**src/rtl/al_phy_clk_pkg.sv**
```systemverilog
// Shared types and divisor helpers for the multi-channel clock divider.
package al_phy_clk_pkg;

    typedef enum logic [1:0] {HOLD, WAIT_RLS, RUN} state_t;

    localparam int unsigned DIV_MIN  = 2;
    localparam int unsigned DIV_SAFE = 2;

    // Divisors below the minimum would stall or degenerate the counter; fall back to /2.
    function automatic int unsigned div_sanitise(input int unsigned div);
        return (div < DIV_MIN) ? DIV_SAFE : div;
    endfunction

endpackage

```
**src/rtl/al_phy_clkdiv_chan.sv**
```systemverilog
// One divider channel: period counter, latched divisor/high-time and sticky divisor error.
module al_phy_clkdiv_chan
    import al_phy_clk_pkg::*;
#(
    parameter int DW = 4
) (
    input  logic          clki,
    input  logic          rst,
    input  logic          start,
    input  logic          run,
    input  logic          stop,
    input  logic [DW-1:0] div_in,
    output logic          clkdivx,
    output logic          ce,
    output logic          div_err
);

    localparam logic [DW-1:0] ONE      = DW'(1);
    localparam logic [DW-1:0] DIV_RST  = DW'(DIV_SAFE);
    localparam logic [DW-1:0] H_RST    = DW'((DIV_SAFE + 1) / 2);

    logic [DW-1:0] cnt_reg, div_q_reg, h_q_reg;
    logic [DW-1:0] cnt_next, div_san, h_san, h_use;
    logic [DW:0]   div_p1;
    logic          illegal, wrap;
    logic          clkdivx_reg, ce_reg, div_err_reg;

    assign illegal = (32'(div_in) < DIV_MIN);
    assign div_san = DW'(div_sanitise(32'(div_in)));
    // One extra bit so ceil(div/2) stays correct for the largest divisor.
    assign div_p1  = {1'b0, div_san} + (DW+1)'(1);
    assign h_san   = DW'(div_p1 >> 1);

    assign wrap     = (cnt_reg == div_q_reg - ONE);
    assign cnt_next = wrap ? '0 : cnt_reg + ONE;
    assign h_use    = wrap ? h_san : h_q_reg;

    always_ff @(posedge clki) begin
        if (rst) begin
            cnt_reg     <= '0;
            div_q_reg   <= DIV_RST;
            h_q_reg     <= H_RST;
            clkdivx_reg <= 1'b0;
            ce_reg      <= 1'b0;
            div_err_reg <= 1'b0;
        end else if (start) begin
            // Preload to the last count so the very next edge wraps and rises.
            div_q_reg   <= div_san;
            h_q_reg     <= h_san;
            cnt_reg     <= div_san - ONE;
            clkdivx_reg <= 1'b0;
            ce_reg      <= 1'b0;
            if (illegal) begin
                div_err_reg <= 1'b1;
            end
        end else if (run) begin
            cnt_reg     <= cnt_next;
            clkdivx_reg <= (cnt_next < h_use);
            ce_reg      <= wrap;
            if (wrap) begin
                div_q_reg <= div_san;
                h_q_reg   <= h_san;
                if (illegal) begin
                    div_err_reg <= 1'b1;
                end
            end
        end else if (stop) begin
            clkdivx_reg <= 1'b0;
            ce_reg      <= 1'b0;
        end
    end

    assign clkdivx = clkdivx_reg;
    assign ce      = ce_reg;
    assign div_err = div_err_reg;

endmodule

```
**src/rtl/al_phy_clkdiv_n.sv**
```systemverilog
// Multi-channel phase-aligned clock divider: hold/release sequencing plus NCH divider channels.
module al_phy_clkdiv_n
    import al_phy_clk_pkg::*;
#(
    parameter int NCH      = 2,
    parameter int DW       = 4,
    parameter int HOLD_CYC = 2
) (
    input  logic              clki,
    input  logic              rst,
    input  logic              rls,
    input  logic [NCH*DW-1:0] div_in,
    output logic [NCH-1:0]    clkdivx,
    output logic [NCH-1:0]    ce,
    output logic              locked,
    output logic [NCH-1:0]    div_err
);

    state_t     state_reg, state_next;
    logic [2:0] hold_cnt_reg;
    logic       hold_done;
    logic       locked_reg;
    logic       start, run, stop;

    assign hold_done = (hold_cnt_reg == 3'(HOLD_CYC - 1));

    always_comb begin
        state_next = state_reg;
        start      = 1'b0;
        run        = 1'b0;
        stop       = 1'b0;
        case (state_reg)
            HOLD: begin
                if (hold_done) begin
                    state_next = WAIT_RLS;
                end
            end
            WAIT_RLS: begin
                if (rls) begin
                    start      = 1'b1;
                    state_next = RUN;
                end
            end
            RUN: begin
                // A stop on a wrap edge wins: no divisor sample is taken.
                if (rls) begin
                    run = 1'b1;
                end else begin
                    stop       = 1'b1;
                    state_next = WAIT_RLS;
                end
            end
            default: state_next = HOLD;
        endcase
    end

    always_ff @(posedge clki) begin
        if (rst) begin
            state_reg    <= HOLD;
            hold_cnt_reg <= '0;
            locked_reg   <= 1'b0;
        end else begin
            state_reg <= state_next;
            if (state_reg == HOLD && !hold_done) begin
                hold_cnt_reg <= hold_cnt_reg + 3'd1;
            end
            locked_reg <= run;
        end
    end

    assign locked = locked_reg;

    generate
        for (genvar gi = 0; gi < NCH; gi++) begin : g_chan
            al_phy_clkdiv_chan #(
                .DW(DW)
            ) u_chan (
                .clki    (clki),
                .rst     (rst),
                .start   (start),
                .run     (run),
                .stop    (stop),
                .div_in  (div_in[gi*DW +: DW]),
                .clkdivx (clkdivx[gi]),
                .ce      (ce[gi]),
                .div_err (div_err[gi])
            );
        end
    endgenerate

endmodule
```
**config.mk**
```make
export PLATFORM = sky130hd
export DESIGN_NAME = al_phy_clkdiv_n
export DESIGN_NICKNAME = d
export VERILOG_FILES = /design/src/rtl/al_phy_clk_pkg.sv /design/src/rtl/al_phy_clkdiv_chan.sv /design/src/rtl/al_phy_clkdiv_n.sv
export SDC_FILE = /design/constraint.sdc
export NUM_CORES = 1
export LEC_CHECK = 0
export ABC_CLOCK_PERIOD_IN_PS = 6000
export BUFFER_PORTS_ARGS = -buffer_cell sky130_fd_sc_hd__buf_2
export CORE_MARGIN = 5
export CORE_UTILIZATION = 47
export CTS_CLUSTER_SIZE = 24
export DETAILED_ROUTE_END_ITERATION = 10
export PLACE_DENSITY_LB_ADDON = 0.12
export SLEW_MARGIN = 30
export SYNTH_ARGS = -nofsm -noshare
export SYNTH_HDL_FRONTEND = slang
export SYNTH_SLANG_ARGS = --single-unit
```
**constraint.sdc**
```tcl
create_clock -name clki -period 6 [get_ports clki]
set_input_delay 0.6 -clock clki [delete_from_list [all_inputs] [get_ports clki]]
set_output_delay 0.6 -clock clki [all_outputs]
set_load 0.05 [all_outputs]
```
==> flow_summary_export.csv <==
group,metric,value,unit
run_status,outcome,"completed",
grt,grt_pass1_wl,7.71,mm
grt,grt_start_max_net_pins,34,
grt,grt_pass1_vias,1623,
job,maxCapViolations,0,
synth,synth_seq_cells,36,
detailed_routing,wl,4.52,mm
worst_setup_path,crit_required,6170,ps
cells_and_area,utilization,50.7,%
cells_and_area,fill_cells,430,
timing,finalSetupViolations,0,
placement,port_buffers,17,
floorplanning,num_io_pins,18,
grt,antenna_found_initial,0,
detailed_routing,drt_iter0_drc,92,
clock_tree,clock_latency,290,ps
clock_tree,numClockSinks,36,
timing,fin_crit_sh,45.4,%
power,ir_worst_vdd,0.132,mV
synth,syn_area_per_cell,8.72,µm²
clock_tree,post-cts-setup-buffers,0,
floorplanning,row_count,25,
detailed_routing,viasPerCell,5.47,
floorplanning,die_area,6190,µm²
floorplanning,fp.dieW,78.6,µm
synth,syn-instance-count,254,
detailed_routing,routedWlPerCell,14.3,µm
power,power_density,297,nW/µm²
clock_tree,cts_root_buf,"clkbuf_8",
cells_and_area,drive_above_1_share,12.6,%
synth,synth_edf_count,0,
cells_and_area,nets,288,
clock_tree,htreeDepth,2,
clock_tree,cts_inserted_buffers,5,
clock_tree,cts_resized,0,
synth,ys_types,46,
worst_setup_path,worstSetupPathType,"reg2reg",
clock_tree,clkSlewWorstSetupHoldPaths,70,ps
worst_setup_path,start_kind,"flop",
synth,yosys_warnings,0,
synth,synth_ff_type,"dfxtp_1",
clock_tree,clk_path_buf_depth,2,
timing,hold_viol,0,
timing,worstMarginPinSlew,804,ps
detailed_routing,vias,1728,
clock_tree,cts.hold.buffers_added,0,
power,p_leak,1.03,nW
synth,synth.net_count,281,
timing,period_needed,2720,ps
synth,async_flop_share,0,%
detailed_routing,route.detailed.drc,0,
synth,yosysSeqAreaShare,32.5,%
timing,max_slew_margin,46.2,%
clock_tree,cts_tree,"built",
worst_setup_path,ff2ff_setup_slack,3280,ps
grt,grt_overflow,0,
cells_and_area,syn2layout_area_growth,6.78,%
timing,fin_worst_skew,3.03,ps
timing,fmax,367,MHz
timing,fin_tns_setup,0,ps
floorplanning,die_y,78.6,µm
floorplanning,coreArea,4660,µm²
min_path,min_path_type,"reg2reg",
worst_setup_path,cp_max_fo,12,
placement,gp_congestion,0.794,
detailed_routing,ant_nets,0,
placement,dp_hpwl,3.25,mm
timing,rsz0062_at_grt,"no",
floorplanning,start_util,47.5,%
detailed_routing,drt-pass1-iter-count,4,
grt,track_usage,15.9,%
timing,maxSlewViolCount,0,
synth,syn-cell-area,2210,µm²
worst_setup_path,end_kind,"flop",
cells_and_area,n_antenna_cell,0,
worst_setup_path,arrival,2900,ps
## worst max-delay path: stages (launching register included)
cell and delay, ps:
dfxtp_1 390, inv_1 60, ha_1 300, xnor2_1 120
nor3_1 280, and2_1 430, mux2i_1 140, ha_1 320
o211ai_1 80, a2111oi_0 400, nor2_1 80
## cells in the mapped netlist, drive strengths merged, types with 6 or more instances
cell | instances | share of area (%)
a21oi | 19 | 4.5
inv | 12 | 2.0
mux2i | 13 | 5.9
dfxtp | 36 | 33
nor3 | 6 | 1.9
nand3 | 6 | 1.9
ha | 16 | 9.0
xnor2 | 12 | 4.7
nand2 | 11 | 1.9
xor2 | 8 | 3.2
buf | 14 | 4.0
nor2 | 36 | 6.1
## logic make-up after synthesis
| family | count (synthesis) | share of synthesized area [%] |
|---|---|---|
| simple gates | 84 | 19.2 |
| compound gates | 53 | 16.5 |
| flops | 36 | 32.5 |
| buf+inv | 30 | 6.72 |
| xor+xnor | 22 | 10.1 |
| fa+ha+maj | 16 | 9.04 |
| mux | 13 | 5.88 |
## through the flow
stage	cells	hold WS, ps	worst slack [ps]	power (mW)	area, µm²
after floorplan	254	442	3470	0.482	2210
after global placement	308	442	3120	0.522	2270
after detailed placement	308	451	3160	0.523	2270
after CTS	316	468	3270	0.706	2360
after global routing	316	494	2990	0.754	2360
final	316	463	3280	0.702	2360
## power by group
part,switching (mW),internal [mW]
sequential,0.0247,0.265
clock,0.0899,0.0933
combinational,0.127,0.101
## routing by layer
metal | routed length [µm] | global-route usage, % | vias to the layer above
li1 | - | - | 906
met1 | 2360 | 22.2 | 790
met2 | 1890 | 23.3 | 26
met3 | 187 | 3.78 | 6
met4 | 84 | 6.82 | 0
met5 | 0 | 0 | -
## path summary, 6_finish.rpt
check	startpoint	endpoint	depth (start not counted)
worst max-delay path	g_chan[0].u_chan.div_q_reg[0]	g_chan[0].u_chan.clkdivx	10
worst min-delay path	g_chan[1].u_chan.div_err	g_chan[1].u_chan.div_err	1
worst max register to register	g_chan[0].u_chan.div_q_reg[0]	g_chan[0].u_chan.clkdivx	10
worst min register to register	g_chan[1].u_chan.div_err	g_chan[1].u_chan.div_err	1
## placed cells by master (no fill, tap or decap), types with 2 or more instances in the layout
| cell | n |
|---|---|
| nor2_1 | 36 |
| dfxtp_1 | 36 |
| a21oi_1 | 18 |
| buf_2 | 17 |
| ha_1 | 16 |
| mux2i_1 | 13 |
| inv_1 | 12 |
| xnor2_1 | 12 |
| nand2_1 | 11 |
| xor2_1 | 8 |
| clkbuf_8 | 6 |
| o31ai_1 | 5 |
| nor3_1 | 5 |
| nand3_1 | 5 |
| or3_1 | 5 |
| and2_1 | 4 |
| a31oi_1 | 4 |
| nand3b_1 | 4 |
| and3_1 | 3 |
| a211oi_1 | 3 |
| nand4_1 | 3 |
| a22oi_1 | 3 |
| nor2b_1 | 2 |
| o21a_1 | 2 |
| o311ai_0 | 2 |
| a21o_1 | 2 |
| o211ai_1 | 2 |
| a2111oi_0 | 2 |
| o21ai_0 | 2 |
| a221oi_1 | 2 |
| o211a_1 | 2 |
## cell type report
type	count	area (µm²)	area share (%)
clock buffers	7	86.3	3.65
clock inverters	1	7.51	0.317
inverters	12	45.0	1.90
multi-input cells	188	1350	56.9
flip-flops and latches	36	721	30.5
well taps	54	67.6	2.86
repair buffers	18	92.6	3.92
(Power assumes the default switching activity.)
